==> src/rtl/countdown_timer.sv <==
// MM:SS BCD countdown timer with load/start/stop control and a one-cycle done pulse.
// State, digits and status flags are all registered and share one synchronous clear.
module countdown_timer #(
  parameter int unsigned MIN_T_MAX = 5
) (
  input  logic       clkmain,
  input  logic       clear,
  input  logic       tick,
  input  logic       load,
  input  logic [3:0] ld_min_t,
  input  logic [3:0] ld_min_u,
  input  logic [2:0] ld_sec_t,
  input  logic [3:0] ld_sec_u,
  input  logic       start,
  input  logic       stop,
  output logic [3:0] min_t,
  output logic [3:0] min_u,
  output logic [2:0] sec_t,
  output logic [3:0] sec_u,
  output logic       running,
  output logic       done,
  output logic       done_pulse
);

  typedef enum logic [1:0] {IDLE, RUN, PAUSE, DONE} state_t;

  localparam logic [3:0] MIN_T_LIM = 4'(MIN_T_MAX);

  state_t     state, state_nx;
  logic [3:0] min_t_nx, min_u_nx, sec_u_nx;
  logic [2:0] sec_t_nx;
  logic       pulse_nx;
  logic       count_zero, count_one;

  assign count_zero = (min_t == 4'd0) && (min_u == 4'd0) && (sec_t == 3'd0) && (sec_u == 4'd0);
  assign count_one  = (min_t == 4'd0) && (min_u == 4'd0) && (sec_t == 3'd0) && (sec_u == 4'd1);

  // Priority ladder: load > stop > start > tick (clear is handled in the register).
  always_comb begin
    // NOTE: every signal gets a default before the if-ladder, so no path leaves it unassigned and no latch is inferred.
    state_nx = state;
    min_t_nx = min_t;
    min_u_nx = min_u;
    sec_t_nx = sec_t;
    sec_u_nx = sec_u;
    pulse_nx = 1'b0;

    if (load && state != RUN) begin
      min_t_nx = (ld_min_t > MIN_T_LIM) ? MIN_T_LIM : ld_min_t;
      min_u_nx = (ld_min_u > 4'd9) ? 4'd9 : ld_min_u;
      sec_t_nx = (ld_sec_t > 3'd5) ? 3'd5 : ld_sec_t;
      sec_u_nx = (ld_sec_u > 4'd9) ? 4'd9 : ld_sec_u;
      state_nx = IDLE;
    end else if (stop && state == RUN) begin
      state_nx = PAUSE;
    end else if (start && (state == IDLE || state == PAUSE) && !count_zero) begin
      state_nx = RUN;
    end else if (tick && state == RUN) begin
      // RUN always holds a nonzero count, so the borrow chain never underflows min_t.
      if (sec_u != 4'd0) begin
        sec_u_nx = sec_u - 4'd1;
      end else begin
        sec_u_nx = 4'd9;
        if (sec_t != 3'd0) begin
          sec_t_nx = sec_t - 3'd1;
        end else begin
          sec_t_nx = 3'd5;
          if (min_u != 4'd0) begin
            min_u_nx = min_u - 4'd1;
          end else begin
            min_u_nx = 4'd9;
            min_t_nx = min_t - 4'd1;
          end
        end
      end
      if (count_one) begin
        state_nx = DONE;
        pulse_nx = 1'b1;
      end
    end
  end

  always_ff @(posedge clkmain) begin
    // NOTE: state registers use non-blocking assignments so every flop samples pre-edge values.
    if (clear) begin
      state      <= IDLE;
      min_t      <= 4'd0;
      min_u      <= 4'd0;
      sec_t      <= 3'd0;
      sec_u      <= 4'd0;
      running    <= 1'b0;
      done       <= 1'b0;
      done_pulse <= 1'b0;
    end else begin
      state      <= state_nx;
      min_t      <= min_t_nx;
      min_u      <= min_u_nx;
      sec_t      <= sec_t_nx;
      sec_u      <= sec_u_nx;
      running    <= (state_nx == RUN);
      done       <= (state_nx == DONE);
      done_pulse <= pulse_nx;
    end
  end

endmodule

==> config.mk <==
export PLATFORM = sky130hd
export DESIGN_NAME = countdown_timer
export DESIGN_NICKNAME = d
export VERILOG_FILES = /design/src/rtl/countdown_timer.sv
export SDC_FILE = /design/constraint.sdc
export NUM_CORES = 1
export LEC_CHECK = 0
export CORE_MARGIN = 3
export CORE_UTILIZATION = 44
export DETAILED_ROUTE_END_ITERATION = 16
export MAX_ROUTING_LAYER = met4
export PLACE_DENSITY_LB_ADDON = 0.08
export SYNTH_ARGS = -nofsm -noshare
export SYNTH_HDL_FRONTEND = slang
export SYNTH_SLANG_ARGS = --single-unit
==> constraint.sdc <==
create_clock -name clkmain -period 2.15 [get_ports clkmain]
set_input_delay 0.215 -clock clkmain [delete_from_list [all_inputs] [get_ports clkmain]]
set_output_delay 0.215 -clock clkmain [all_outputs]
set_load 0.005 [all_outputs]
# Word-level counts from Yosys, hierarchy flattened

Index checks and enable logic that the tools add are counted.

Output and inout port bits: 18
Register bits after elaboration: 20

Reduce and logical (&&, ||, !) cells: 25
Equality and inequality tests: 11
Bitwise operators: 1
Magnitude comparators: 4
Add/subtract/negate cells: 4
Multiplexer cells: 35

Operators by type and width:

| kind                                                                  | count |
|---|---|
| 4-bit two-way mux                                                     | 22 |
| 3-bit two-way mux                                                     | 7 |
| 4-bit zero test                                                       | 3 |
| 4-bit by 1-bit subtractor with 4-bit output (second input constant)   | 3 |
| 2-bit two-way mux                                                     | 5 |
| 2-bit != test (second input constant)                                 | 5 |
| 1-bit logical AND                                                     | 9 |
| 4-bit > comparator (second input constant)                            | 2 |
| 4-bit nonzero test                                                    | 2 |
| 6-bit AND reduction                                                   | 1 |
| 5-bit AND reduction                                                   | 1 |
| 5-bit OR reduction                                                    | 1 |
| 2-bit by 1-bit == test with 1-bit output (second input constant)      | 2 |
| 2-bit == test (second input constant)                                 | 2 |
| 4-bit by 1-bit == test with 1-bit output (second input constant)      | 1 |
| 4-bit by 3-bit > comparator with 1-bit output (second input constant) | 1 |
| 4-bit AND reduction                                                   | 1 |
| 3-bit > comparator (second input constant)                            | 1 |
| 3-bit zero test                                                       | 1 |
| 3-bit AND reduction                                                   | 1 |
| 3-bit nonzero test                                                    | 1 |
| 3-bit by 1-bit subtractor with 3-bit output (second input constant)   | 1 |
| 2-bit zero test                                                       | 1 |
| 2-bit by 1-bit != test with 1-bit output (second input constant)      | 1 |
| other kinds (5)                                                       | 5 |

# Longest topological paths before layout

Depth in word-level cells: 10
Mapped depth: 6
Depth with buffers taken out: 6

# Least setup slack after synthesis

OpenSTA, ideal clock, no wires.

Kind: reg-to-reg
From: register sec_u[0]
To: register min_u[1]
Setup time: 86 ps
Stages on the path, launching flop included: 6
Setup slack: 317 ps
Data required time: 2064 ps
Data arrival time: 1748 ps
Period minus slack after synthesis: 1833 ps
Cells stage by stage: dfxtp_1 clkbuf_1 or4_4 or4_4 mux2i_1 a211oi_1

Cells in the longest elaborated chain, start to end: 6
Elaborated cells on any way between the ends: 8
Classes of those cells: eq/ne (2); reduce/logical (6)

RTL lines:

| item                                     | RTL line | text |
|---|---|---|
| from (decl)                              | 19       | `output logic [3:0] sec_u,` |
| from (signal assigned)                   | 99       | `sec_u <= sec_u_nx;` |
| 4-bit zero test                          | 35       | `assign count_zero = (min_t == 4'd0) && (min_u == 4'd0) && (sec_t == 3'd0) && (sec_u == 4'd0);` |
| 1-bit logical AND                        | 35       |  |
| 1-bit zero test                          | 56       | `end else if (start && (state == IDLE \|\| state == PAUSE) && !count_zero) begin` |
| 1-bit logical AND                        | 56       |  |
| 2-bit != test (no source line)           | -        |  |
| 5-bit AND reduction (no source line) (*) | -        |  |
| to (signal assigned)                     | 97       | `min_u <= min_u_nx;` |
| to (decl)                                | 17       | `output logic [3:0] min_u,` |

Every way passes the cells marked *; elsewhere a longest branch is shown, timed or not.
A chain may end at the register's enable or synchronous reset.

# Worst setup path in the final report

From: register sec_u[1]
To: register min_u[1]

Same word-level chain as after synthesis.

==> metrics.md <==
| Metric | Value |
|---|---|
| Drt pass-1 iters | 4 |
| Starting DRC count in detailed routing | 35 |
| CP Launch Type | flip-flop |
| Share of post-route cells with drive strength above 1 | 8.99% |
| Crit share post-route | 89.7% |
| Max_slew headroom | ~63% |
| Sw Pwr | 0.264 mW |
| Register area share after synthesis | a little over a third |
| Fin util | 69.3% |
| CTS sink count | 20 |
| IO buf count | 38 |
| ANT cells | 0 |
| Netlist Area Pre-Place | 0.00114 mm2 |
| Internal power | about 0.63 mW |
| Worst Path Arrival | 2.16 ns |
| CTS Buffer Depth | 2 |
| Final setup viols | 0 |
| Die area | roughly 0.0032 mm2 |
| Switch share | 29.6% |
| Max-cap check violation count | 0 |
| Critical Path Most Common Cell | or4_4 |
| Total wire length after detailed routing | a little under 3000 um |
| Final-report max-slew violation count | 0 |
| Synth Flop Type | dfxtp_1 |
| Combinational share of power | 26.2% |
| Post-synth cell types | 39 |
| Largest net degree at the start of global routing | 13 |
| Cts hold-fix bufs | 0 |
| WL per Instance | 14.4 um |
| Clk_skew | 0.00536 ns |
| Tightest Pin Transition | 0.554 ns |
| Die Span Y | 56.9 um |
| DR vias/cell | 5.89 |
| Dpl hpwl | between 2000 and 2500 um |
| Post-CTS setup buffer count | 0 |
| Outcome | finished, final reports clean |
| Crit path max fanout | 8 |
| Residual DRC | 0 |
| Antenna violations before repair | 0 |
| Peak VDD IR | 0.000359 V |
| Vias | 1213 |
| CP delay by family, top | simple AND/OR/NAND/NOR gates |
| Syn nets | 157 |
| First-pass GRT wire length | between 5000 and 6000 um |
| Power density over the cells | 551 mW/mm2 |
| Crit path max-delay cell type | or4_4 |
| Hold Violations, Final | 0 |
| Post-DRT Antenna Nets | 0 |
| Flops & latches, synth | 20 |
| TritonCTS buffer count | 3 |
| Static Leak | 0.590 nW |
| Crit Path Class | reg2reg |
| Combined area of the multi-input logic cells | 686 um2 |
| Ys Warns | 0 |
| CP Cell Sequence | or4_4 -> or4_4 -> mux2i_1 -> a211oi_1 |
| Core Rows | 17 |
| Total grt overflow | 0 |
| Initial Utilization | between 40% and 50% |
| Fillers | between 150 and 200 |
| Post-route minimum period | between 1.5 and 2 ns |
| Core area | 0.00234 mm2 |
| F_max | 0.518 GHz |
| Root Buffer | clkbuf_4 |
| Count of flip-flops with a built-in enable after synthesis | 0 |
| Crit-path max cell delay | 0.58 ns |
| All-Layer GR Usage | 20.0% |
| Post_cts resized | 0 |
| I/O pin count | 39 |
| Share of power burned in registers | 48.2% |
| CP Buf/Inv Count | 0 |
| CP endpoint kind | flip-flop |
| Share of synthesized flip-flops with an asynchronous set or reset | 0% |
| Mean Syn Cell Area | 8.44 um2 |
| Die width | 56.9 um |
| CP required | about 2.4 ns |
| Area Overhead vs Synth | 42.2% |
| HP Class | reg2reg |
| Reg area | 400 um2 |
| RSZ-0062 raised after global routing | no |
| Clock Pin Slew Worst Setup and Hold Paths | roughly 0.12 ns |
| Layout Nets | 201 |
| CTS tree | done |
| Gpl congestion | a little over 0.8 |
| Clk pwr share | 25.5% |
| Setup TNS | 0 ns |
| Syn Inst Count | 135 |
| Later-pin clock latency in the skew report | 0.31 ns |
| H-Tree Level Count | 1 |
| Vias in the first global route | about 1200 |
==> kinds of logic (layout without fill, tap and decap cells) <==
| group | Yosys count | after routing | synth area share (%) |
|---|---|---|---|
| simple gates | 57 | 57 | 31.1 |
| compound gates | 35 | 35 | 21.6 |
| flops | 20 | 20 | 35.1 |
| buf+inv | 14 | 57 | 4.72 |
| xor+xnor | 6 | 6 | 4.61 |
| mux | 2 | 2 | 1.76 |
| fa+ha+maj | 1 | 1 | 1.10 |
==> state kept, by name (all words and copies together) (netlist names) <==
| signal | flops |
|---|---|
| running | 1 |
| done_pulse | 1 |
| sec_u | 4 |
| done | 1 |
| sec_t | 3 |
| min_t | 4 |
| state | 2 |
| min_u | 4 |
==> per-layer routing <==
| metal | part of all wire, % | global-route usage (%) |
|---|---|---|
| met3 | 6.3 | 2.99 |
| met1 | 44 | 24.0 |
| met2 | 48 | 32.8 |
| met4 | 2.0 | 8.94 |
| met5 | 0 | - |
==> layout make-up <==
class	count	area share, %
timing repair buffer	45	26.7
tap	28	2.16
clock buffer	4	2.24
multi-input combinational	101	42.3
sequential	20	24.7
inverter	8	1.85
==> power by group through the flow <==
stage	combinational, mW	clock (mW)	sequential, mW
floorplan	0.117	0	0.430
global placement	0.228	0	0.437
detailed placement	0.233	0	0.438
CTS	0.234	0.232	0.430
global route	0.256	0.240	0.436
finish	0.234	0.228	0.431
==> path summary, 6_finish.rpt <==
| kind | startpoint | end | slack (ns) | cells past startpoint |
|---|---|---|---|---|
| setup / recovery | sec_u[1] | min_u[1] | 0.22 | 4 |
| hold / removal | state[0] | done | 0.54 | 1 |
| setup reg to reg | sec_u[1] | min_u[1] | 0.22 | 4 |
| hold reg to reg | state[0] | done | 0.54 | 1 |
==> layout by cell type (no fill, tap or decap), drive strengths merged, types with 4 or more instances in the layout <==
| cell | instances |
|---|---|
| clkdlybuf4s50 | 38 |
| dfxtp | 20 |
| nor2 | 14 |
| a211oi | 9 |
| inv | 8 |
| nor3 | 8 |
| o21ai | 8 |
| a21oi | 7 |
| buf | 7 |
| nand4 | 6 |
| nor2b | 4 |
| nand3 | 4 |
| a311oi | 4 |
| clkbuf | 4 |
==> through the flow <==
| step | total power [mW] | setup slack (ns) | instance area (um2) | instances | hold slack (ns) |
|---|---|---|---|---|---|
| 6_report | 0.893 | 0.221 | 1620 | 206 | 0.537 |
| 5_1_grt | 0.932 | 0.0793 | 1620 | 206 | 0.554 |
| 4_1_cts | 0.896 | 0.227 | 1620 | 206 | 0.540 |
| 3_5_place_dp | 0.671 | 0.153 | 1580 | 202 | 0.519 |
| 3_3_place_gp | 0.664 | 0.196 | 1580 | 202 | 0.518 |
| 2_1_floorplan | 0.547 | 0.317 | 1140 | 135 | 0.287 |
==> cell usage after synthesis, types with 2 or more instances <==
master | n | area [um2]
a211oi_1 | 9 | 67.6
a21oi_1 | 7 | 35.0
a311oi_1 | 3 | 26.3
clkbuf_1 | 5 | 18.8
dfxtp_1 | 20 | 400
inv_1 | 8 | 30.0
mux2i_1 | 2 | 20.0
nand2_1 | 3 | 11.3
nand2b_1 | 2 | 12.5
nand3_1 | 4 | 20.0
nand4_1 | 6 | 37.5
nor2_1 | 14 | 52.6
nor2b_1 | 4 | 25.0
nor3_1 | 8 | 40.0
o21ai_0 | 6 | 30.0
o21ai_1 | 2 | 10.0
or3_1 | 3 | 18.8
or4_4 | 2 | 22.5
or4b_1 | 3 | 30.0
xnor2_1 | 3 | 26.3
xor2_1 | 3 | 26.3
==> worst reg2reg max path, cell delays in order (launching register included) <==
cell and delay [ns]:
dfxtp_1 0.41, or4_4 0.58, or4_4 0.51, mux2i_1 0.14
a211oi_1 0.22
No activity file was read; power rests on OpenSTA's default activity.
==> edit 1: new RTL, same settings <==
Encoding of `state_t`: now one-hot (4 bits for 4 states).
--- a/src/rtl/countdown_timer.sv
+++ b/src/rtl/countdown_timer.sv
@@ -24,3 +24,3 @@
 
-  typedef enum logic [1:0] {IDLE, RUN, PAUSE, DONE} state_t;
+  typedef enum logic [3:0] {IDLE = 4'b0001, RUN = 4'b0010, PAUSE = 4'b0100, DONE = 4'b1000} state_t;
 
Behaviour: no difference found for any inputs over 10 cycles, from zero or initial values; not proved beyond that.
==> edit 1 against the unedited design <==
Area after synthesis is 26% higher. Power is 18% higher. Die area is 23% higher. Sequential cell count is 2 higher. Global-route usage is 2.6 points higher. Design area is 23% higher. Maximum frequency is 1.5% higher. Largest cell class unchanged. Routed wire length is 42% higher. Critical path type unchanged. Setup slack better by 0.028 ns.
==> edit 1: results (changes against the unedited design) <==
GRT:
- The number of global-route vias before repair came to 1,531 (+31%).
- The maximum number of pins on one net before global-route repair is 17 (+4).
- The global-route wire length before repair is 7.20 mm (+42%).

Final layout:
- The count of fill cells added during filler insertion was 271 (+37%).
- The area of the multi-input gates is 923 um2 (+35%).
- The fraction of final layout cells with drive strength greater than 1 is 11.4% (+2.4 points).
- The relative area of non-clock buffer cells in the final design came to 24.9% (-1.8 points).
- The post-route standard cell area excluding fillers was 2000 um2 (+23%).
- The total of plain and repair buffers excluding clock buffers was 52 (+16%).

STA:
- The peak clock frequency supported by timing is 526 MHz (+1.5%).
- The worst-case headroom to the max-slew limit was 56.5% (-6.3 points).
- The worst-case hold slack was 0.485 ns (-0.0514 ns).

Power:
- The power per standard cell area came to 528 nW/um2 (-4.2%).
- The switching portion of total power is 27.8% (-1.7 points).
- The fraction of power consumed by sequential logic is 43.9% (-4.3 points).
- The maximum vdd drop is 0.000294 V (-18%).
- The reported leakage power is 0.728 nW (+23%).
- The part of the total power dissipated in the clock network came to 31.5% (+6.0 points).

Min path:
- The hold path depth is 3 (+2).
- In this run the worst hold path is classified as in -> reg.

Yosys:
- The number of storage elements in the synthesis netlist was 22 (+10%).
- By count the netlist is led by dfxtp_1, nor2_1, a21oi_1, nor3_1.
- The count of distinct cell types in the synthesized netlist is 52 (+33%).
- The sequential area share after synthesis came to 30.8% (-4.4 points).
- Yosys attributes the largest share of cell area to dfxtp_1, a21oi_1, nor3_1.
- The mean instance size in the synthesized netlist came to 8.37 um2 (-0.86%).

Placed design:
- The placed instance count came to 260 (+29%).
- The instance area after placement is 1950 um2 (+23%).
- The last weighted congestion value of the routability-driven placer is 0.902 (+11%).
- The placed wire-length estimate is 3.13 mm (+36%).
- The post-place setup slack is 0.131 ns (-0.0220 ns).

Detailed routing:
- The average routed wire per standard cell came to 15.9 um (+10%).

Setup path:
- The maximum fanout along the worst path came to 12 (+4).

Run status:
- The flow ran to the end, and the final reports show no timing, DRC or antenna violations.

Clock tree:
- The clock transition at the registers of the reported paths was 0.14 ns (+0.02 ns).
-- edit 1: kinds of logic after synthesis --
logic type	share of synthesized area [%]
muxes	2.10
AOI/OAI and AO/OA	28.1
and+or+nand+nor	31.6
xor gates and xnor gates	1.84
DFF	30.8
buffers and inverters	4.72
adders and majority gates	0.874
-- edit 1: routing by layer --
metal / GRT usage (%) / vias to the layer above / part of all wire [%]
li1: - / 776 / -
met1: 29.2 / 779 / 45
met2: 36.4 / 69 / 47
met3: 3.24 / 5 / 6.7
met4: 7.16 / 0 / 1.0
met5: - / - / 0
-- edit 1: worst paths after layout --
kind | start | end
setup reg to reg | state[2]$_SDFF_PP0_ | sec_u[3]$_SDFFE_PP0P_
hold / removal | ld_sec_u[2] | sec_u[2]$_SDFFE_PP0P_
setup / recovery | state[2]$_SDFF_PP0_ | sec_u[3]$_SDFFE_PP0P_
hold reg to reg | min_t[1]$_SDFFE_PP0P_ | min_t[1]$_SDFFE_PP0P_
==> edit 2: new RTL, same settings <==
Without the edit above. Register the input `clear` before use, without a reset. The logic sees it one clock later. The other inputs are not delayed to match. Comments in the files are not updated.
--- a/src/rtl/countdown_timer.sv
+++ b/src/rtl/countdown_timer.sv
@@ -27,2 +27,8 @@
   localparam logic [3:0] MIN_T_LIM = 4'(MIN_T_MAX);
+
+  logic clear_q;
+
+  always_ff @(posedge clkmain) begin
+    clear_q <= clear;
+  end
 
@@ -84,3 +90,3 @@
     // NOTE: state registers use non-blocking assignments so every flop samples pre-edge values.
-    if (clear) begin
+    if (clear_q) begin
       state      <= IDLE;
Function: changed (Yosys sat finds a counterexample within 4 cycles, from zero or initial values).
==> edit 2 against the unedited design <==
Power down 3.2%. Sequential share of layout area is 2.4 points higher. Design area down 4.2%. Critical endpoint is now min_t[2]$_SDFFE_PP0P_. Area after synthesis down 2.5%. Clock skew decreased by 0.0043 ns. Setup slack better by 0.046 ns. Routed wire length fell by 3.8%. Global-route usage shrank 0.27 points. Sequential cell count grew 1. Largest power group unchanged.
==> edit 2: results (changes against the unedited design) <==
Run status:
- The flow ran to the end, and the final reports show no timing, DRC or antenna violations.

Placed design:
- The instance area after placement is 1530 um2 (-3.6%).
- The post-place setup slack is 0.289 ns (+0.136 ns).
- The placed wire-length estimate is 2.14 mm (-6.9%).
- The last weighted congestion value of the routability-driven placer is 0.877 (+7.8%).

Final layout:
- The layout net count is 192 (-4.5%).
- The final antenna diode count is 0 (unchanged).
- The post-layout instance count excluding filler cells is 197 (-4.4%).
- The count of fill cells added during filler insertion is 208 (+5.1%).
- The fraction of final layout cells with drive strength greater than 1 is 7.10% (-1.9 points).
- The largest registers in the layout are min_t (4), min_u (4), sec_u (4).

STA:
- The worst clock skew is 0.00111 ns (-0.00426 ns).
- The worst-case headroom to the max-slew limit is 64.6% (+1.8 points).

Clock tree:
- The clock transition at the registers of the reported paths is 0.12 ns (about the same).
- The clock buffer count from CTS is 3 (unchanged).
- The deepest clock path buffer count is 2 (unchanged).
- The root buffer cell chosen for the clock tree is clkbuf_4.
- The H-tree depth came to 1 (unchanged).
- The number of gates resized after CTS is 0 (unchanged).
- The post-CTS setup buffer count came to 0 (unchanged).
- For the worst-skew pair, the clock arrives at the later sink with an insertion delay of 0.30 ns.

Yosys:
- After synthesis, the cell types taking the most area are dfxtp_1, a311oi_1, nor2_1.
- The sequential area share after synthesis is 37.8% (+2.7 points).
- The synthesized netlist net count was 150 (-4.5%).
- The fraction of registers with async set/reset is 0% (unchanged).
- The arithmetic-cell share of the synthesized area counting full adders, half adders and majority gates is 1.13% (+0.028 points).
- The number of synthesis warnings is 0 (unchanged).
- After synthesis, the most frequently instantiated cells are dfxtp_1, nor2_1, inv_1, nand2_1.
- The XOR/XNOR share of the synthesized area is 2.36% (-2.2 points).
- The mean instance size in the synthesized netlist is 8.68 um2 (+2.8%).
- The count of distinct cell types in the synthesized netlist is 41 (+5.1%).
- The share of cell area taken by muxes after synthesis is 1.80% (+0.045 points).
- The compound-gate portion of the synthesized area is 22.4% (+0.79 points).

GRT:
- The maximum number of pins on one net before global-route repair came to 15 (+2).
- The global-route wire length before repair is 4.92 mm (-3.1%).
- The met3 demand-to-capacity share in global routing came to 3.22% (+0.23 points).
- The total global routing track utilization came to 19.7% (-0.27 points).
- The number of antenna violations at the first check in global routing is 0 (unchanged).
- The met2 track utilization from global routing is 31.6% (-1.2 points).
- The global routing met1 resource utilization was 25.0% (+0.97 points).

Setup path:
- The count of cells along the worst register-to-register path is 4 (unchanged).
- The maximum fanout along the worst path is 8 (unchanged).
- The arrival time at the worst endpoint is 2.10 ns (-0.06 ns).
- The maximum single-stage delay on the critical path is 0.55 ns (-0.03 ns).
- The master of the slowest instance on the critical path is nor4_4.

Power:
- The reported leakage power is 0.555 nW (-6.0%).
- The maximum vdd drop is 0.000308 V (-14%).

Min path:
- The tightest min-delay check is of the in -> reg type.
- The hold path depth came to 1 (unchanged).

Detailed routing:
- The overall routed net length is 2.85 mm (-3.8%).
- The via total after detailed routing is 1,133 (-6.6%).
- The number of design-rule violations left by the first detailed-router iteration came to 25 (-29%).
- The detailed-routing iteration count for the pre-antenna-repair pass was 4 (unchanged).
==> edit 2: final timing paths <==
check                         from  slack, ns                    end
max          sec_u[2]$_SDFFE_PP0P_       0.27  min_t[2]$_SDFFE_PP0P_
min                          clear       0.34        clear_q$_DFF_P_
max reg2reg  sec_u[2]$_SDFFE_PP0P_       0.27  min_t[2]$_SDFFE_PP0P_
min reg2reg  min_t[3]$_SDFFE_PP0P_       0.52  min_t[3]$_SDFFE_PP0P_
==> edit 2: power by group <==
group / internal [mW] / leakage (nW) / switching [mW]
sequential: 0.413 / 0.173 / 0.0347
combinational: 0.121 / 0.367 / 0.0988
clock: 0.0723 / 0.0150 / 0.125
==> edit 2: layout make-up <==
cell class	count	area (um2)	share of cell area (%)
inverters	9	33.8	2.18
well taps	28	35.0	2.26
flip-flops and latches	21	420	27.1
repair buffers	41	403	25.9
clock buffers	4	26.3	1.69
multi-input cells	94	634	40.9
==> edit 2: routing by layer <==
metal | up-vias | wire [um]
met5 | - | 0
met4 | 0 | 29
met3 | 4 | 207
met2 | 48 | 1330
met1 | 515 | 1290
li1 | 566 | -
==> edit 2: logic make-up after synthesis <==
kind of cell | count (synthesis)
AOI/OAI and AO/OA | 35
xor gates and xnor gates | 3
adders and majority gates | 1
buffers and inverters | 13
DFF | 21
muxes | 2
and+or+nand+nor | 53
==> edit 2: worst max-delay path: cells and delay by family (launching register included) <==
family	cells	cell delay, ns
AO/OA/AOI/OAI	1	0.28
flip-flops	1	0.40
AND/OR/NAND/NOR	3	1.12
